--- config.mk ---
export PLATFORM = sky130hd
export DESIGN_NAME = vga_ram_sched
export DESIGN_NICKNAME = d
export VERILOG_FILES = /design/src/rtl/vga_pkg.sv /design/src/rtl/vga_sram_port.sv /design/src/rtl/vga_ram_sched.sv
export SDC_FILE = /design/constraint.sdc
export NUM_CORES = 1
export LEC_CHECK = 0
export ABC_AREA = 1
export CAP_MARGIN = 5
export CORE_MARGIN = 3
export CORE_UTILIZATION = 39
export DETAILED_ROUTE_END_ITERATION = 10
export HOLD_SLACK_MARGIN = 0.12
export PLACE_DENSITY = 0.77
export SYNTH_ARGS = -nofsm -noshare
export SYNTH_HDL_FRONTEND = slang
export SYNTH_SLANG_ARGS = --single-unit
--- constraint.sdc ---
create_clock -name CLK_50MHZ -period 2.19 [get_ports CLK_50MHZ]
set_input_delay 0.3285 -clock CLK_50MHZ [delete_from_list [all_inputs] [get_ports CLK_50MHZ]]
set_output_delay 0.3285 -clock CLK_50MHZ [all_outputs]
set_load 0.05 [all_outputs]
--- src/rtl/vga_pkg.sv ---
// Shared types and defaults for the VGA SRAM scheduler: FSM state encoding,
// SRAM geometry and the default write-window limit.
package vga_pkg;

  localparam int VGA_ADDR_W      = 18;
  localparam int VGA_DATA_W      = 16;
  localparam int VGA_COLS        = 640;
  localparam int VGA_WIN_TIMEOUT = 20000;

  typedef enum logic [1:0] {
    S_IDLE  = 2'd0,
    S_ARM   = 2'd1,
    S_WRITE = 2'd2,
    S_HOLD  = 2'd3
  } sched_state_e;

endpackage

--- src/rtl/vga_sram_port.sv ---
// SRAM pin registers and read-data capture pipeline. Takes a one-hot
// {wr, rd} command each cycle and presents registered strobes/address/data.
module vga_sram_port
  import vga_pkg::*;
#(
  parameter int ADDR_W = VGA_ADDR_W,
  parameter int DATA_W = VGA_DATA_W
) (
  input  logic              clk,
  input  logic              rst_n,
  input  logic              cmd_wr,
  input  logic              cmd_rd,
  input  logic [ADDR_W-1:0] wr_addr,
  input  logic [DATA_W-1:0] wr_data,
  input  logic [ADDR_W-1:0] rd_addr,
  input  logic [DATA_W-1:0] sram_dq_i,
  output logic [ADDR_W-1:0] sram_addr,
  output logic [DATA_W-1:0] sram_dq_o,
  output logic              sram_dq_oe,
  output logic              sram_ce_n,
  output logic              sram_oe_n,
  output logic              sram_we_n,
  output logic [DATA_W-1:0] rd_data,
  output logic              rd_valid
);

  logic [ADDR_W-1:0] addr_q, addr_d;
  logic [DATA_W-1:0] dq_o_q, dq_o_d;
  logic              dq_oe_q, dq_oe_d;
  logic              ce_n_q, ce_n_d;
  logic              oe_n_q, oe_n_d;
  logic              we_n_q, we_n_d;
  logic              rd_pend_q, rd_pend_d;
  logic [DATA_W-1:0] rd_data_q, rd_data_d;
  logic              rd_valid_q, rd_valid_d;

  // NOTE: every signal gets a default before the if/else so no path leaves
  // it unassigned; otherwise synthesis infers a latch.
  always_comb begin
    addr_d     = addr_q;
    dq_o_d     = dq_o_q;
    dq_oe_d    = 1'b0;
    ce_n_d     = 1'b1;
    oe_n_d     = 1'b1;
    we_n_d     = 1'b1;
    rd_pend_d  = cmd_rd && !cmd_wr;
    rd_valid_d = rd_pend_q;
    rd_data_d  = rd_pend_q ? sram_dq_i : rd_data_q;
    if (cmd_wr) begin
      addr_d  = wr_addr;
      dq_o_d  = wr_data;
      dq_oe_d = 1'b1;
      ce_n_d  = 1'b0;
      we_n_d  = 1'b0;
    end else if (cmd_rd) begin
      // DQ_OE drops in the same update that opens OE_N: no drive/receive overlap.
      addr_d = rd_addr;
      ce_n_d = 1'b0;
      oe_n_d = 1'b0;
    end
  end

  // NOTE: sequential state uses non-blocking assignments so every flop
  // samples pre-edge values regardless of statement order.
  always_ff @(posedge clk or negedge rst_n) begin
    if (!rst_n) begin
      addr_q     <= '0;
      dq_o_q     <= '0;
      dq_oe_q    <= 1'b0;
      ce_n_q     <= 1'b1;
      oe_n_q     <= 1'b1;
      we_n_q     <= 1'b1;
      rd_pend_q  <= 1'b0;
      rd_data_q  <= '0;
      rd_valid_q <= 1'b0;
    end else begin
      addr_q     <= addr_d;
      dq_o_q     <= dq_o_d;
      dq_oe_q    <= dq_oe_d;
      ce_n_q     <= ce_n_d;
      oe_n_q     <= oe_n_d;
      we_n_q     <= we_n_d;
      rd_pend_q  <= rd_pend_d;
      rd_data_q  <= rd_data_d;
      rd_valid_q <= rd_valid_d;
    end
  end

  assign sram_addr  = addr_q;
  assign sram_dq_o  = dq_o_q;
  assign sram_dq_oe = dq_oe_q;
  assign sram_ce_n  = ce_n_q;
  assign sram_oe_n  = oe_n_q;
  assign sram_we_n  = we_n_q;
  assign rd_data    = rd_data_q;
  assign rd_valid   = rd_valid_q;

endmodule

--- src/rtl/vga_ram_sched.sv ---
// VGA SRAM scheduler: grants one write window per captured trigger during
// vertical blank and serves display reads with fixed 2-cycle latency otherwise.
module vga_ram_sched
  import vga_pkg::*;
#(
  parameter int ADDR_W      = VGA_ADDR_W,
  parameter int DATA_W      = VGA_DATA_W,
  parameter int WIN_TIMEOUT = VGA_WIN_TIMEOUT
) (
  input  logic              CLK_50MHZ,
  input  logic              MASTER_RST_N,
  input  logic              CAPTURE_READY,
  output logic              CAPTURE_ACK,
  input  logic              VBLANK,
  output logic              ACCESS_OK,
  input  logic [ADDR_W-1:0] WR_ADDR,
  input  logic [DATA_W-1:0] WR_DATA,
  input  logic              WRITE_DONE,
  input  logic              RD_REQ,
  input  logic [ADDR_W-1:0] RD_ADDR,
  output logic [DATA_W-1:0] RD_DATA,
  output logic              RD_VALID,
  output logic              WRITE_ABORT,
  output logic              RD_DROP,
  output logic [ADDR_W-1:0] SRAM_ADDR,
  output logic [DATA_W-1:0] SRAM_DQ_O,
  output logic              SRAM_DQ_OE,
  input  logic [DATA_W-1:0] SRAM_DQ_I,
  output logic              SRAM_CE_N,
  output logic              SRAM_OE_N,
  output logic              SRAM_WE_N
);

  localparam int              CNT_W    = $clog2(WIN_TIMEOUT + 1);
  localparam logic [CNT_W-1:0] CNT_LAST = CNT_W'(WIN_TIMEOUT - 1);

  logic [1:0]       rst_sync_q, rst_sync_d;
  logic             rst_n;
  sched_state_e     state_q, state_d;
  logic             vblank_prev_q, vblank_prev_d;
  logic [CNT_W-1:0] cnt_q, cnt_d;
  logic             access_ok_q, access_ok_d;
  logic             capture_ack_q, capture_ack_d;
  logic             write_abort_q, write_abort_d;
  logic             rd_drop_q, rd_drop_d;
  logic             win_done, win_abort, in_write, cmd_wr, cmd_rd;

  // Assertion is asynchronous; release is held off for two clock edges.
  assign rst_sync_d = {rst_sync_q[0], 1'b1};
  always_ff @(posedge CLK_50MHZ or negedge MASTER_RST_N) begin
    if (!MASTER_RST_N) rst_sync_q <= 2'b00;
    else               rst_sync_q <= rst_sync_d;
  end
  assign rst_n = rst_sync_q[1];

  always_ff @(posedge CLK_50MHZ or negedge rst_n) begin
    if (!rst_n) state_q <= S_IDLE;
    else        state_q <= state_d;
  end

  always_comb begin
    state_d   = state_q;
    win_done  = 1'b0;
    win_abort = 1'b0;
    case (state_q)
      S_IDLE:  if (CAPTURE_READY) state_d = S_ARM;
      S_ARM: begin
        // Only a fresh rising edge opens a window, never a blank already underway.
        if (!CAPTURE_READY)                state_d = S_IDLE;
        else if (VBLANK && !vblank_prev_q) state_d = S_WRITE;
      end
      S_WRITE: begin
        if (WRITE_DONE) begin
          state_d  = S_HOLD;
          win_done = 1'b1;
        end else if (!VBLANK || cnt_q == CNT_LAST) begin
          state_d   = S_HOLD;
          win_abort = 1'b1;
        end
      end
      S_HOLD:  if (!VBLANK) state_d = S_IDLE;
      default: state_d = S_IDLE;
    endcase
  end

  always_comb begin
    in_write      = (state_q == S_WRITE);
    access_ok_d   = (state_d == S_WRITE);
    capture_ack_d = win_done || win_abort;
    write_abort_d = win_abort;
    rd_drop_d     = rd_drop_q || (RD_REQ && in_write);
    cnt_d         = in_write ? cnt_q + CNT_W'(1) : '0;
    vblank_prev_d = VBLANK;
    cmd_wr        = in_write;
    cmd_rd        = RD_REQ && !in_write;
  end

  always_ff @(posedge CLK_50MHZ or negedge rst_n) begin
    if (!rst_n) begin
      vblank_prev_q <= 1'b0;
      cnt_q         <= '0;
      access_ok_q   <= 1'b0;
      capture_ack_q <= 1'b0;
      write_abort_q <= 1'b0;
      rd_drop_q     <= 1'b0;
    end else begin
      vblank_prev_q <= vblank_prev_d;
      cnt_q         <= cnt_d;
      access_ok_q   <= access_ok_d;
      capture_ack_q <= capture_ack_d;
      write_abort_q <= write_abort_d;
      rd_drop_q     <= rd_drop_d;
    end
  end

  assign ACCESS_OK   = access_ok_q;
  assign CAPTURE_ACK = capture_ack_q;
  assign WRITE_ABORT = write_abort_q;
  assign RD_DROP     = rd_drop_q;

  vga_sram_port #(
    .ADDR_W (ADDR_W),
    .DATA_W (DATA_W)
  ) u_port (
    .clk        (CLK_50MHZ),
    .rst_n      (rst_n),
    .cmd_wr     (cmd_wr),
    .cmd_rd     (cmd_rd),
    .wr_addr    (WR_ADDR),
    .wr_data    (WR_DATA),
    .rd_addr    (RD_ADDR),
    .sram_dq_i  (SRAM_DQ_I),
    .sram_addr  (SRAM_ADDR),
    .sram_dq_o  (SRAM_DQ_O),
    .sram_dq_oe (SRAM_DQ_OE),
    .sram_ce_n  (SRAM_CE_N),
    .sram_oe_n  (SRAM_OE_N),
    .sram_we_n  (SRAM_WE_N),
    .rd_data    (RD_DATA),
    .rd_valid   (RD_VALID)
  );

endmodule

Word-level counts from Yosys, hierarchy flattened
Cells that the tools add are included.
Widths: inputs -> output; s select.
{"block": "op_classes", "muxes": 20, "n_eq_ne": 5, "addsub": 1, "n_reduce_logical": 12}
{"operator": "$mux 18", "n": 2}
{"operator": "$add 15x1->15 const B", "n": 1}
{"operator": "$eq 15x15->1 const B", "n": 1}
{"operator": "$mux 15", "n": 1}
{"operator": "$mux 2", "n": 6}
{"operator": "$mux 1", "n": 10}
{"operator": "$pmux 2 s4", "n": 1}
{"operator": "$eq 2x2->1 const B", "n": 3}
{"operator": "$logic_and 1x1->1", "n": 4}
{"operator": "$logic_not 1->1", "n": 3}
{"operator": "$logic_or 1x1->1", "n": 3}
{"operator": "$eq 2x1->1 const B", "n": 1}
{"operator": "$logic_not 2->1", "n": 1}
{"operator": "$reduce_bool 2->1", "n": 1}
{"block": "word_totals", "in_bits": 74, "regBits": 80, "wordCells": 55, "out_inout_bits": 59}

Longest topological paths before layout
{"block": "logic_depth", "word_depth": 6, "ltp_mapped": 9, "mapped_depth_nobuf": 9}

By module
A second synthesis with hierarchy kept.
{"block": "unflattened", "cells_unflattened": 366, "area_unflattened_um2": 3358.2}
{"mod": "vga_sram_port", "seq_area_each_um2": 1405.1, "area_per_inst_um2": 2234.6, "cells_each": 241, "instances": 1}
{"mod": "vga_ram_sched", "seq_area_each_um2": 600.6, "area_per_inst_um2": 1123.6, "cells_each": 125, "instances": 1}

Worst setup path before layout
No wires, ideal clock.
{"block": "synth_path", "path_type": "flip-flop to flip-flop", "startpoint": "reg cnt_q[0]", "endpoint": "reg cnt_q[14]", "setup_slack_ns": 0.914, "n_path_buf": 0, "synth_period_minus_slack_ns": 1.276, "stages_incl_launch_ff": 7, "required_ns": 2.068, "setup_time_ns": 0.122, "arrival_ns": 1.154, "path_cell_list": "dfrtp_1 ha_1 nand3_2 nor3_4 nand2_2 nor3_1 nor2_1"}
{"block": "synth_between", "elab_chain_len": 2}
{"element": "start, declared", "line": "vga_ram_sched.sv:41", "rtl": "logic [CNT_W-1:0] cnt_q, cnt_d;"}
{"element": "start signal, assigned", "line": "vga_ram_sched.sv:108", "rtl": "cnt_q <= cnt_d;"}
{"element": "$add 15x1->15", "line": "vga_ram_sched.sv:92", "rtl": "cnt_d = in_write ? cnt_q + CNT_W'(1) : '0;"}
{"element": "$mux 15", "line": "vga_ram_sched.sv:92"}
{"element": "named net cnt_d[14]", "line": "vga_ram_sched.sv:41"}
The timed path passes the listed nets, and every way through them passes these cells.
A chain may end at the register's enable or synchronous reset.

Worst setup path in the final report
{"block": "layout_path", "startpoint": "reg u_port.we_n_q, in the netlist u_port.sram_we_n", "endpoint": "out SRAM_WE_N"}
{"element": "start, declared", "line": "vga_sram_port.sv:32", "rtl": "logic we_n_q, we_n_d;"}
{"element": "start signal, assigned", "line": "vga_sram_port.sv:82", "rtl": "we_n_q <= we_n_d;"}
{"element": "end, declared", "line": "vga_ram_sched.sv:31", "rtl": "output logic SRAM_WE_N"}
No word-level cell between the ends.

==> results.md <==
Placement:
- Summed over all nets, the half-perimeter wirelength after detailed placement is 5980 um.
- In this run the tool buffered the top-level ports with 132 buffer cells.
- At the placement stage, the worst setup path has a slack of around 0.56 ns.
- The congestion estimate from routability-driven global placement came to 0.843.
- The post-placement cell area is 4680 um^2.

Clock tree:
- In this run the post-CTS setup repair buffer count came out at 0.
- CTS placed an instance of clkbuf_8 at the clock tree root.
- The worst-skew pair later-pin latency is about 0.34 ns.
- In this run the deepest clock path goes through 2 buffers.
- The number of hold buffers added after CTS was 0.
- After clock tree synthesis, the clock-pin slew on the worst setup and hold paths is 0.08 ns.
- The number of clock buffers inserted by TritonCTS is 9.
- The number of sinks handled by clock tree synthesis is 80.
- The H-tree generated during clock tree synthesis spans 3 levels.
- After clock tree synthesis, the repair step resized 0 gates.
- TritonCTS built the clock tree.

Logic synthesis:
- The average cell area after synthesis is about 9.6 um^2.
- Among all flip-flop cells after synthesis, the most frequent one is dfrtp_1.
- The number of distinct library cells after synthesis is 31.
- The share of async-settable or async-resettable flops after synthesis is 1.00.
- The sequential share of the synthesized area is 0.616.
- By count the netlist is led by nand2_1, dfrtp_1, nor2_1.
- In the synthesized netlist, the number of instances is 340.
- After synthesis, the cell types taking the most area are dfrtp_1, nand2_1, mux2_2.
- The count of synthesis-stage warnings from yosys is 0.
- Synthesis inferred 80 register bits.
- The largest total area in the synthesized netlist belongs to dfrtp_1.
- In the post-synthesis netlist, the cell with the most instances is nand2_1.
- Counting flops with a built-in enable in the synthesized netlist gives 0.
- The number of nets produced by synthesis is 415.
- The portion of synthesized cell area occupied by the leading cell type is 0.591.
- In this run the cell area of the synthesized design comes to between 3000 and 4000 um^2.

Worst setup path:
- Walking the worst path, the cells encountered are clkdlybuf4s50_1.
- The arrival time of data at the critical path endpoint is 1.65 ns.
- STA puts the critical path data required time at approximately 1.9 ns.
- The worst setup path is captured at a primary output.
- The worst setup path category is reg2out.
- The family with the most delay on the worst path is buffers and inverters.
- The largest single stage delay on the critical path is 0.81 ns.
- Of all nets on the critical path, the largest fanout is 1.
- The cell with the largest stage delay on the worst path is clkdlybuf4s50_1.
- The worst setup path is launched from a flop.
- Counting both buffers and inverters, the worst setup path holds a total of 1.

Die:
- The die covers 9490 um^2.
- The floorplan step set the die height to 97.4 um.
- The initial utilization of the core area, before any placement, comes to 0.411.
- The top-level I/O count is 133.
- The number of placement rows is 32.
- The floorplan step defined a core boundary enclosing 7930 um^2.
- From left edge to right edge, the die measures 97.4 um.

STA:
- The fraction of the cycle the final worst path needs is 0.905.
- After routing, the total negative slack on setup checks comes to 0 ns.
- For this run, the top clock speed supported by timing is ~500 MHz.
- The transition time at the pin with the least slew margin is 0.691 ns.
- The worst setup slack after layout is 0.207 ns.
- The final-report hold violation count was 0.
- Setup repair after global routing left no endpoint under its margin.
- For the final database, setup skew stands at 0.00766 ns.
- Setup violations remaining at the end of the flow were counted as 0.
- The routed design could run at a clock period as short as 1.98 ns.
- The worst pin sits at a relative slew slack of 0.540.
- The number of pins exceeding their max-slew limit in the final report is 0.

Power:
- Power spread over the standard cell area amounts to 1290 nW/um^2.
- For this design the static power due to leakage is 2.19 nW.
- Across the VDD grid, the largest voltage drop is 0.904 mV.

Drt:
- The highest metal layer carrying signal wires in the routed design is met4.
- In this run the remaining antenna-violating nets after routing total 0.
- The detailed router placed 2756 vias in this run.
- The detailed router put a total of 3240 um of wire on met1.
- The routed length on met3 is around 600 um.
- The final routed DRC violation total is 0.
- The detailed-routing iteration count for the pre-antenna-repair pass is 4.
- The met2 layer wire length in the routed design is 4110 um.
- The initial DRC count is 145.
- Dividing the detail-routed wire length by the instance count gives 13.8 um.
- The wire length reported by the detailed router is 8050 um.
- The number of vias per cell is 4.74.

Cells and area:
- Compared with the post-synthesis result, the final layout area differs by 49.5%.
- In the final layout, the share of cells above drive strength 1 is 0.104.
- The design area is 4870 um^2.
- The final-stage net count is 550.
- The area occupied by registers is 2010 um^2.
- The total of fill cells in the finished design is about 670.
- In the final layout, the multi-input gates occupy 1110 um^2.
- The number of antenna cells inserted is 0.

Global routing:
- The initial antenna violation count is 0.
- The via count of the first global-routing pass is 2913.
- Entering global routing, the biggest net connects 64 pins.
- The total grt overflow is 0.
- The first global-routing pass estimated roughly 14000 um of wire.
- The global-route total usage across every layer is 0.176.

Min path:
- In this run the worst hold path is classified as in2async.

Run status:
- The flow ran to the end, and the final reports show no timing, DRC or antenna violations.

Flow run:
- The tool flagged a number of max-cap violations equal to 0.
## per-stage QoR
stage | util | hold WS [ns] | cells | power (mW)
2_1_floorplan | - | 0.0329 | 340 | 4.17
3_3_place_gp | 0.591 | 0.190 | 566 | 5.26
3_5_place_dp | 0.591 | 0.191 | 566 | 5.33
4_1_cts | 0.615 | 0.131 | 582 | 6.35
5_1_grt | 0.615 | 0.135 | 582 | 6.61
6_report | 0.615 | 0.150 | 582 | 6.28
## power breakdown
group	internal, mW	switching [mW]
clock	0.459	0.544
combinational	1.05	2.05
sequential	1.91	0.266
## worst paths after layout
check,startpoint,endpoint,slack [ns],cells after the start
max,u_port.sram_we_n,SRAM_WE_N,0.21,1
min,MASTER_RST_N,rst_sync_q[1],0.15,1
max reg2reg,state_q[0],u_port.sram_addr[0],0.56,7
min reg2reg,rst_sync_q[1],u_port.sram_addr[1],0.18,0
max in group asynchronous,rst_sync_q[1],u_port.sram_oe_n,1.36,1
min in group CLK_50MHZ,rst_sync_q[0],rst_sync_q[1],0.36,0
## cells by family after synthesis
logic type / share of synthesized area
and+or+nand+nor: 0.247
DFF: 0.616
buffers and inverters: 0.0430
AOI/OAI and AO/OA: 0.0315
muxes: 0.0553
adders and majority gates: 0.00384
other: 0.00115
xor gates and xnor gates: 0.00269
## state kept, by name (all words and copies together) (netlist names)
register and cells:
u_port.sram_addr 18, u_port.sram_ce_n 1, u_port.sram_oe_n 1, u_port.rd_pend_q 1, u_port.sram_we_n 1, u_port.rd_valid 1, CAPTURE_ACK 1, u_port.rd_data 16
cnt_q 15, rst_sync_q 2, RD_DROP 1, u_port.sram_dq_oe 1, ACCESS_OK 1, WRITE_ABORT 1, state_q 2, vblank_prev_q 1
u_port.sram_dq_o 16
## cells in the final DEF, fill, tap and decap left out, drive strengths merged
master | Yosys | layout
clkinvlp | 0 | 1
nor3 | 7 | 7
conb | 1 | 1
a31oi | 1 | 1
xor2 | 1 | 1
nand3b | 1 | 1
dfrtp | 77 | 77
a21oi | 7 | 7
nand2 | 130 | 130
a211oi | 1 | 1
ha | 1 | 1
clkdlybuf4s50 | 0 | 132
clkinv | 0 | 2
inv | 21 | 24
nand3 | 23 | 23
nor2 | 28 | 28
o21a | 1 | 1
dfstp | 3 | 3
o21ai | 7 | 7
buf | 8 | 3
nand4 | 1 | 1
clkbuf | 3 | 10
mux2 | 16 | 16
o21bai | 1 | 1
nor4 | 1 | 1
## routing by layer
layer / up-vias / track usage
li1: 1344 / -
met1: 1305 / 0.220
met2: 98 / 0.294
met3: 9 / 0.0503
met4: 0 / 0.0564
met5: - / 0
## cell type report
cell class                      instances  area share
Sequential cell                        80       0.412
Timing Repair Buffer                  135       0.278
Multi-Input combinational cell        228       0.228
Clock buffer                           10      0.0282
Tap cell                              102      0.0262
Inverter                               21      0.0162
Clock inverter                          6      0.0103
Note: power is estimated with default switching activity, not from simulation.
